==> src/rtl/dec24_pulse.sv <==
// rtl/dec24_pulse.sv - sequential 2-to-4 decoder driving a one-hot line for hold_len cycles
// Optional: define DEC24_REARM_EN to accept a new code in the last drive cycle.
module dec24_pulse #(
   parameter int HOLD_W = 4
) (
   input  logic              clk,
   input  logic              rst,
   input  logic              en,
   input  logic              code_valid,
   input  logic [1:0]        code,
   input  logic [HOLD_W-1:0] hold_len,
   output logic              code_ready,
   output logic [3:0]        d_out,
   output logic              busy,
   output logic              done
);

   typedef enum logic {IDLE = 1'b0, DRIVE = 1'b1} state_t;

   localparam logic [HOLD_W-1:0] ONE = {{(HOLD_W-1){1'b0}}, 1'b1};

   state_t            r_state, w_state_nxt;
   logic [HOLD_W-1:0] r_cnt, w_cnt_nxt, w_len_m1;
   logic [3:0]        r_d_out, w_d_nxt;
   logic              r_done, w_done_nxt;
   logic              w_last, w_accept;

   // cnt holds the number of drive cycles remaining after the current one
   assign w_last   = (r_state == DRIVE) && (r_cnt == '0);
   assign w_len_m1 = (hold_len == '0) ? '0 : hold_len - ONE;
   assign w_accept = code_valid & code_ready;

   always_ff @(posedge clk or posedge rst) begin
      if (rst) begin
         r_state <= IDLE;
         r_cnt   <= '0;
         r_d_out <= 4'b0000;
         r_done  <= 1'b0;
      end else begin
         r_state <= w_state_nxt;
         r_cnt   <= w_cnt_nxt;
         r_d_out <= w_d_nxt;
         r_done  <= w_done_nxt;
      end
   end

   always_comb begin
      w_state_nxt = r_state;
      w_cnt_nxt   = r_cnt;
      w_d_nxt     = r_d_out;
      w_done_nxt  = 1'b0;
      case (r_state)
         IDLE: begin
            if (w_accept) begin
               w_state_nxt = DRIVE;
               w_cnt_nxt   = w_len_m1;
               w_d_nxt     = 4'b0001 << code;
            end
         end
         DRIVE: begin
            if (!en) begin
               w_state_nxt = IDLE;
               w_cnt_nxt   = '0;
               w_d_nxt     = 4'b0000;
            end else if (r_cnt != '0) begin
               w_cnt_nxt = r_cnt - ONE;
            end else begin
               w_done_nxt = 1'b1;
               if (w_accept) begin
                  w_cnt_nxt = w_len_m1;
                  w_d_nxt   = 4'b0001 << code;
               end else begin
                  w_state_nxt = IDLE;
                  w_d_nxt     = 4'b0000;
               end
            end
         end
         default: w_state_nxt = IDLE;
      endcase
   end

   always_comb begin
`ifdef DEC24_REARM_EN
      code_ready = ((r_state == IDLE) | w_last) & en & ~rst;
`else
      code_ready = (r_state == IDLE) & en & ~rst & ~w_last;
`endif
      busy  = (r_state == DRIVE);
      d_out = r_d_out;
      done  = r_done;
   end

endmodule

==> config.mk <==
export PLATFORM = sky130hd
export DESIGN_NAME = dec24_pulse
export DESIGN_NICKNAME = d
export VERILOG_FILES = /design/src/rtl/dec24_pulse.sv
export SDC_FILE = /design/constraint.sdc
export NUM_CORES = 1
export LEC_CHECK = 0
export ABC_AREA = 1
export CORE_MARGIN = 4
export CORE_UTILIZATION = 45
export DETAILED_ROUTE_END_ITERATION = 6
export PLACE_DENSITY = 0.74
export SETUP_SLACK_MARGIN = 0.3
export SYNTH_ARGS = -nofsm -noshare
export SYNTH_HDL_FRONTEND = slang
export SYNTH_SLANG_ARGS = --single-unit
==> constraint.sdc <==
create_clock -name clk -period 1.46 [get_ports clk]
set_input_delay 0.292 -clock clk [delete_from_list [all_inputs] [get_ports clk]]
set_output_delay 0.292 -clock clk [all_outputs]
set_load 0.02 [all_outputs]
* After elaboration in Yosys (flattened, before gate mapping)
Cells that the tools add are included.
** Operators by class
- $add $sub $neg :: 2
- Equality and inequality tests :: 2
- Shifts and indexed selects :: 1
- Mux-type cells :: 17
- Bitwise logic cells :: 7
- Reductions and logical operators :: 5
** Operator list (count)
- $mux 4 :: 8
- $pmux 4 s2 :: 2
- $logic_not 4->1 :: 2
- $sub 4x1->4 const B :: 2
- $mux 1 :: 6
- $and 1x1->1 :: 4
- $reduce_bool 4->1 :: 1
- $shl 1x2->4 const A :: 1
- $ne 3x3->1 const B :: 1
- $not 1->1 :: 3
- $ne 2x2->1 const B :: 1
- $pmux 1 s2 :: 1
- $reduce_and 2->1 :: 1
- $logic_and 1x1->1 :: 1
** Storage, ports and cells
- Register bits :: 10
- Output and inout port bits :: 7

* Longest topological paths before layout
- Depth after elaboration :: 9
- Mapped depth :: 10
- Depth with buffers taken out :: 10

* Least setup slack after synthesis
Ideal clock, no wire load.
- Kind :: input-to-reg
- Start point :: in rst
- End point :: reg r_cnt[2]
- Library setup time :: 0.116 ns
- Arrival :: 1.210 ns
- Data required time :: 1.344 ns
- Slack :: 0.134 ns
- Stages on the path :: 10
- Path buffers :: 0
- Cell sequence :: inv_1 nand3_4 nor2_8 inv_4 nand2_2 nand2_2 nand2_1 nand2_1 nand2_1 nand2_1
** Between the ends
- Cells in the longest elaborated chain, start to end :: 8
** Ends and longest elaborated chain
- from (decl) :: line 7 : input logic rst,
- $not 1->1 (*) :: line 86 : code_ready = (r_state == IDLE) & en & ~rst & ~w_last;
- $and 1x1->1 (*) (2 in series) :: line 86
- $and 1x1->1 (*) :: line 31 : assign w_accept = code_valid & code_ready;
- $mux 4 (*)
- $mux 4 (2 in series)
- $pmux 4 s2 (*)
- net w_cnt_nxt[2] :: line 23 : logic [HOLD_W-1:0] r_cnt, w_cnt_nxt, w_len_m1;
- to (signal assigned) :: line 41 : r_cnt <= w_cnt_nxt;
- to (decl) :: line 23
Mark *: on every way through the listed nets, which the timed path passes. The rest lies on a longest branch.
A chain may end at the register's enable or synchronous reset.

* Worst setup path in the final report
- Start point :: reg r_cnt[1]
- End point :: reg r_cnt[2]
** Between the ends
- Cells in the longest elaborated chain, start to end :: 9
- Elaborated cells between the ends (all ways) :: 11
** Ends and longest elaborated chain
- $logic_not 4->1 :: line 29 : assign w_last = (r_state == DRIVE) && (r_cnt == '0);
- $logic_and 1x1->1 :: line 29
- $not 1->1 :: line 86
- $and 1x1->1 :: line 86
- $and 1x1->1 :: line 31
- $mux 4
- $mux 4 :: line 65 : end else if (r_cnt != '0) begin
- $mux 4 :: line 61 : if (!en) begin
- $pmux 4 s2 (*) :: line 52 : case (r_state)
- net w_cnt_nxt[2] :: line 23
Marks and branches as above.

==> qor.yml <==
placed_design:
  gp_congestion: 0.806
  hpwl_microns: 1160
  dpl-instance-area_sq_um: 855
  numPortBuffers: 16
routing:
  drt_iter0_markers: 62
  detail-route-antenna-nets: 0
  vias: 798
  post-route-drc-count: 0
  via_per_inst: 6.05
  routed_wl_microns: 2550
  dr.pass1.iters: 4
  post_drt_wl_per_cell_microns: 19.3
floorplanning:
  fp.dieArea_sq_mm: 0.00199
  initial_core_util_pct: 50.7
  ios: 17
  rows: 12
  fp.dieH_microns: 44.6
  chipWidth_microns: 44.6
  core_sq_mm: 0.00119
sta:
  drv_slew: 0
  tns_ps: 0
  final.setup_skew_ps: 2.57
  tightest_slew_ps: 313
  max_freq_mhz: 687
  max_slew_margin_pct: 78.9
  finalSetupViolCount: 0
  rsz0062_at_grt: "yes"
  period_minus_slack_ps: 1460
  timing_hold_violations_final: 0
  finalCritPeriodShare_pct: 99.7
  timing.hold.ws_ps: 233
synth:
  ys_types: 18
  syn_area_sq_um: 602
  synth_warnings: 0
  avgSynthCellArea_sq_um: 7.72
  yosysSeqAreaShare_pct: 41.6
  postSynthCellCount: 78
  synthesis.nets: 89
  synth-seq-cells: 10
setup_path:
  path_buf_inv: 2
  crit_family: "simple AND/OR/NAND/NOR gates"
  critPathMaxFanout: 4
  cp_slowest_stage_delay_ps: 400
  cp_cell_sequence: "inv_2 > ha_4 > nand2_4 > nor2_4 > inv_1 > o21ai_0 > nand2_1 > nand2_1 > nand2_1"
  critPathKind: "flop to flop"
  end_kind: "flop"
  startpoint_type: "flop"
  slowest_stage: "dfrtp_1"
  crit_top_cell: "nand2_1"
  worstPathArrival_ps: 1630
  required_ps: 1630
layout:
  fin_nets: 130
  fin_util_pct: 86.5
  final_cell_area_sq_mm: 0.00103
  synthToLayoutAreaGrowth_pct: 70.5
  fillCellCount: 58
  drive_gt1_share_pct: 42.4
  antenna_cells: 0
power:
  ir_worst_vdd_uv: 956
  leakagePower_nw: 0.522
  powerDensity_mw_per_mm2: 1560
clocking:
  postCtsHoldBufs: 0
  cts_tree: "yes"
  cts_buffer_depth: 2
  numClockSinks: 10
  clk_pin_slew_ps: 70
  cts_max_level: 1
  cts_buffers: 3
  cts-root-buf: "clkbuf_4"
  clk_latency_ps: 280
run:
  cap_violations: 0
min_path:
  hold_class: "primary input to asynchronous set/reset pin"
grt:
  grt_start_max_net_pins: 11
  antenna_found_initial: 0
  grt_pass1_vias: 715
  grt_pass1_wl_microns: 3180
  track_usage_pct: 22.2
  grt-ovfl-total: 0
run_status:
  status: "complete, no violations"
## power breakdown
group | switching, mW | internal (mW) | leakage [nW]
Sequential | 0.0693 | 0.352 | 0.130
Clock | 0.112 | 0.152 | 0.0210
Combinational | 0.495 | 0.425 | 0.371
## per-stage QoR
step	instances	setup WS (ps)	power, mW
floorplan	78	208	0.745
finish	132	4.32	1.61
detailed placement	117	-433	0.950
CTS	126	138	1.41
global placement	117	-411	0.924
global route	132	-104	1.71
## per-layer routing
metal / vias to the layer above / share of wire, % / global-route usage [%]
met3: 20 / 8.5 / 4.07
met2: 70 / 47 / 35.2
li1: 328 / - / -
met5: - / 0 / 0
met1: 380 / 39 / 27.4
met4: 0 / 6.2 / 13.9
## layout by cell type (no fill, tap or decap), types with 3 or more instances in the layout
master,netlist,routed
buf_2,0,5
buf_4,0,17
buf_6,0,3
clkbuf_4,0,3
clkdlybuf4s50_1,0,7
dfrtp_1,10,9
inv_1,17,13
inv_2,1,4
nand2_1,18,17
nand3_1,5,5
nor2_1,5,3
nor2_4,0,3
o21ai_0,9,5
o21ai_1,0,4
## tightest hold or removal path, cell delays in order
cell and delay [ps]:
dlygate4sd2_1 270, clkinvlp_4 110, buf_4 190
## sequential cells by signal, indices dropped and copies added, names as in the netlist
register  cells
busy          1
r_cnt         4
done          1
d_out         4
## final timing paths
| path | start | to | slack (ps) | cells past startpoint |
|---|---|---|---|---|
| worst min-delay path | rst | d_out[3] | 230 | 3 |
| min in group clk | d_out[1] | d_out[1] | 520 | 2 |
| worst max-delay path | r_cnt[1] | r_cnt[2] | 4 | 9 |
| max in group asynchronous | rst | busy | 1070 | 3 |
| worst max register to register | r_cnt[1] | r_cnt[2] | 4 | 9 |
| worst min register to register | d_out[1] | d_out[1] | 520 | 2 |
## kinds of logic (layout without fill, tap and decap cells)
| family | Yosys count | after routing | synth area share (%) |
|---|---|---|---|
| AO/OA/AOI/OAI | 14 | 14 | 14.1 |
| adder cells (fa/ha/maj) | 1 | 1 | 2.08 |
| AND/OR/NAND/NOR | 33 | 34 | 28.5 |
| flip-flops | 10 | 10 | 41.6 |
| buffers and inverters | 19 | 58 | 12.3 |
| XOR/XNOR | 1 | 1 | 1.46 |
## synth_stat cells (all sizes together)
cell type | instances | area share (%)
a21oi | 1 | 1.5
dfrtp | 10 | 42
ha | 1 | 2.1
inv | 19 | 12
nand2 | 20 | 13
nand3 | 7 | 8.7
nor2 | 6 | 6.4
o211ai | 1 | 1.2
o21ai | 9 | 7.5
o22ai | 1 | 1.0
o32ai | 2 | 2.9
xnor2 | 1 | 1.5
## what timing repair did
item	CTS	global route
pin swaps	9	7
setup buffers	4	6
setup endpoints to repair	16	13
cloned	1	0
gates resized for setup	50	2
## cell type report
type / instances / area [sq um] / share of cell area, %
Multi-Input combinational cell: 50 / 347 / 33.8
Timing Repair Buffer: 35 / 294 / 28.7
Sequential cell: 10 / 251 / 24.5
Inverter: 19 / 80.1 / 7.80
Clock buffer: 4 / 36.3 / 3.54
Tap cell: 14 / 17.5 / 1.71
Power figures use the tool's default switching activity.
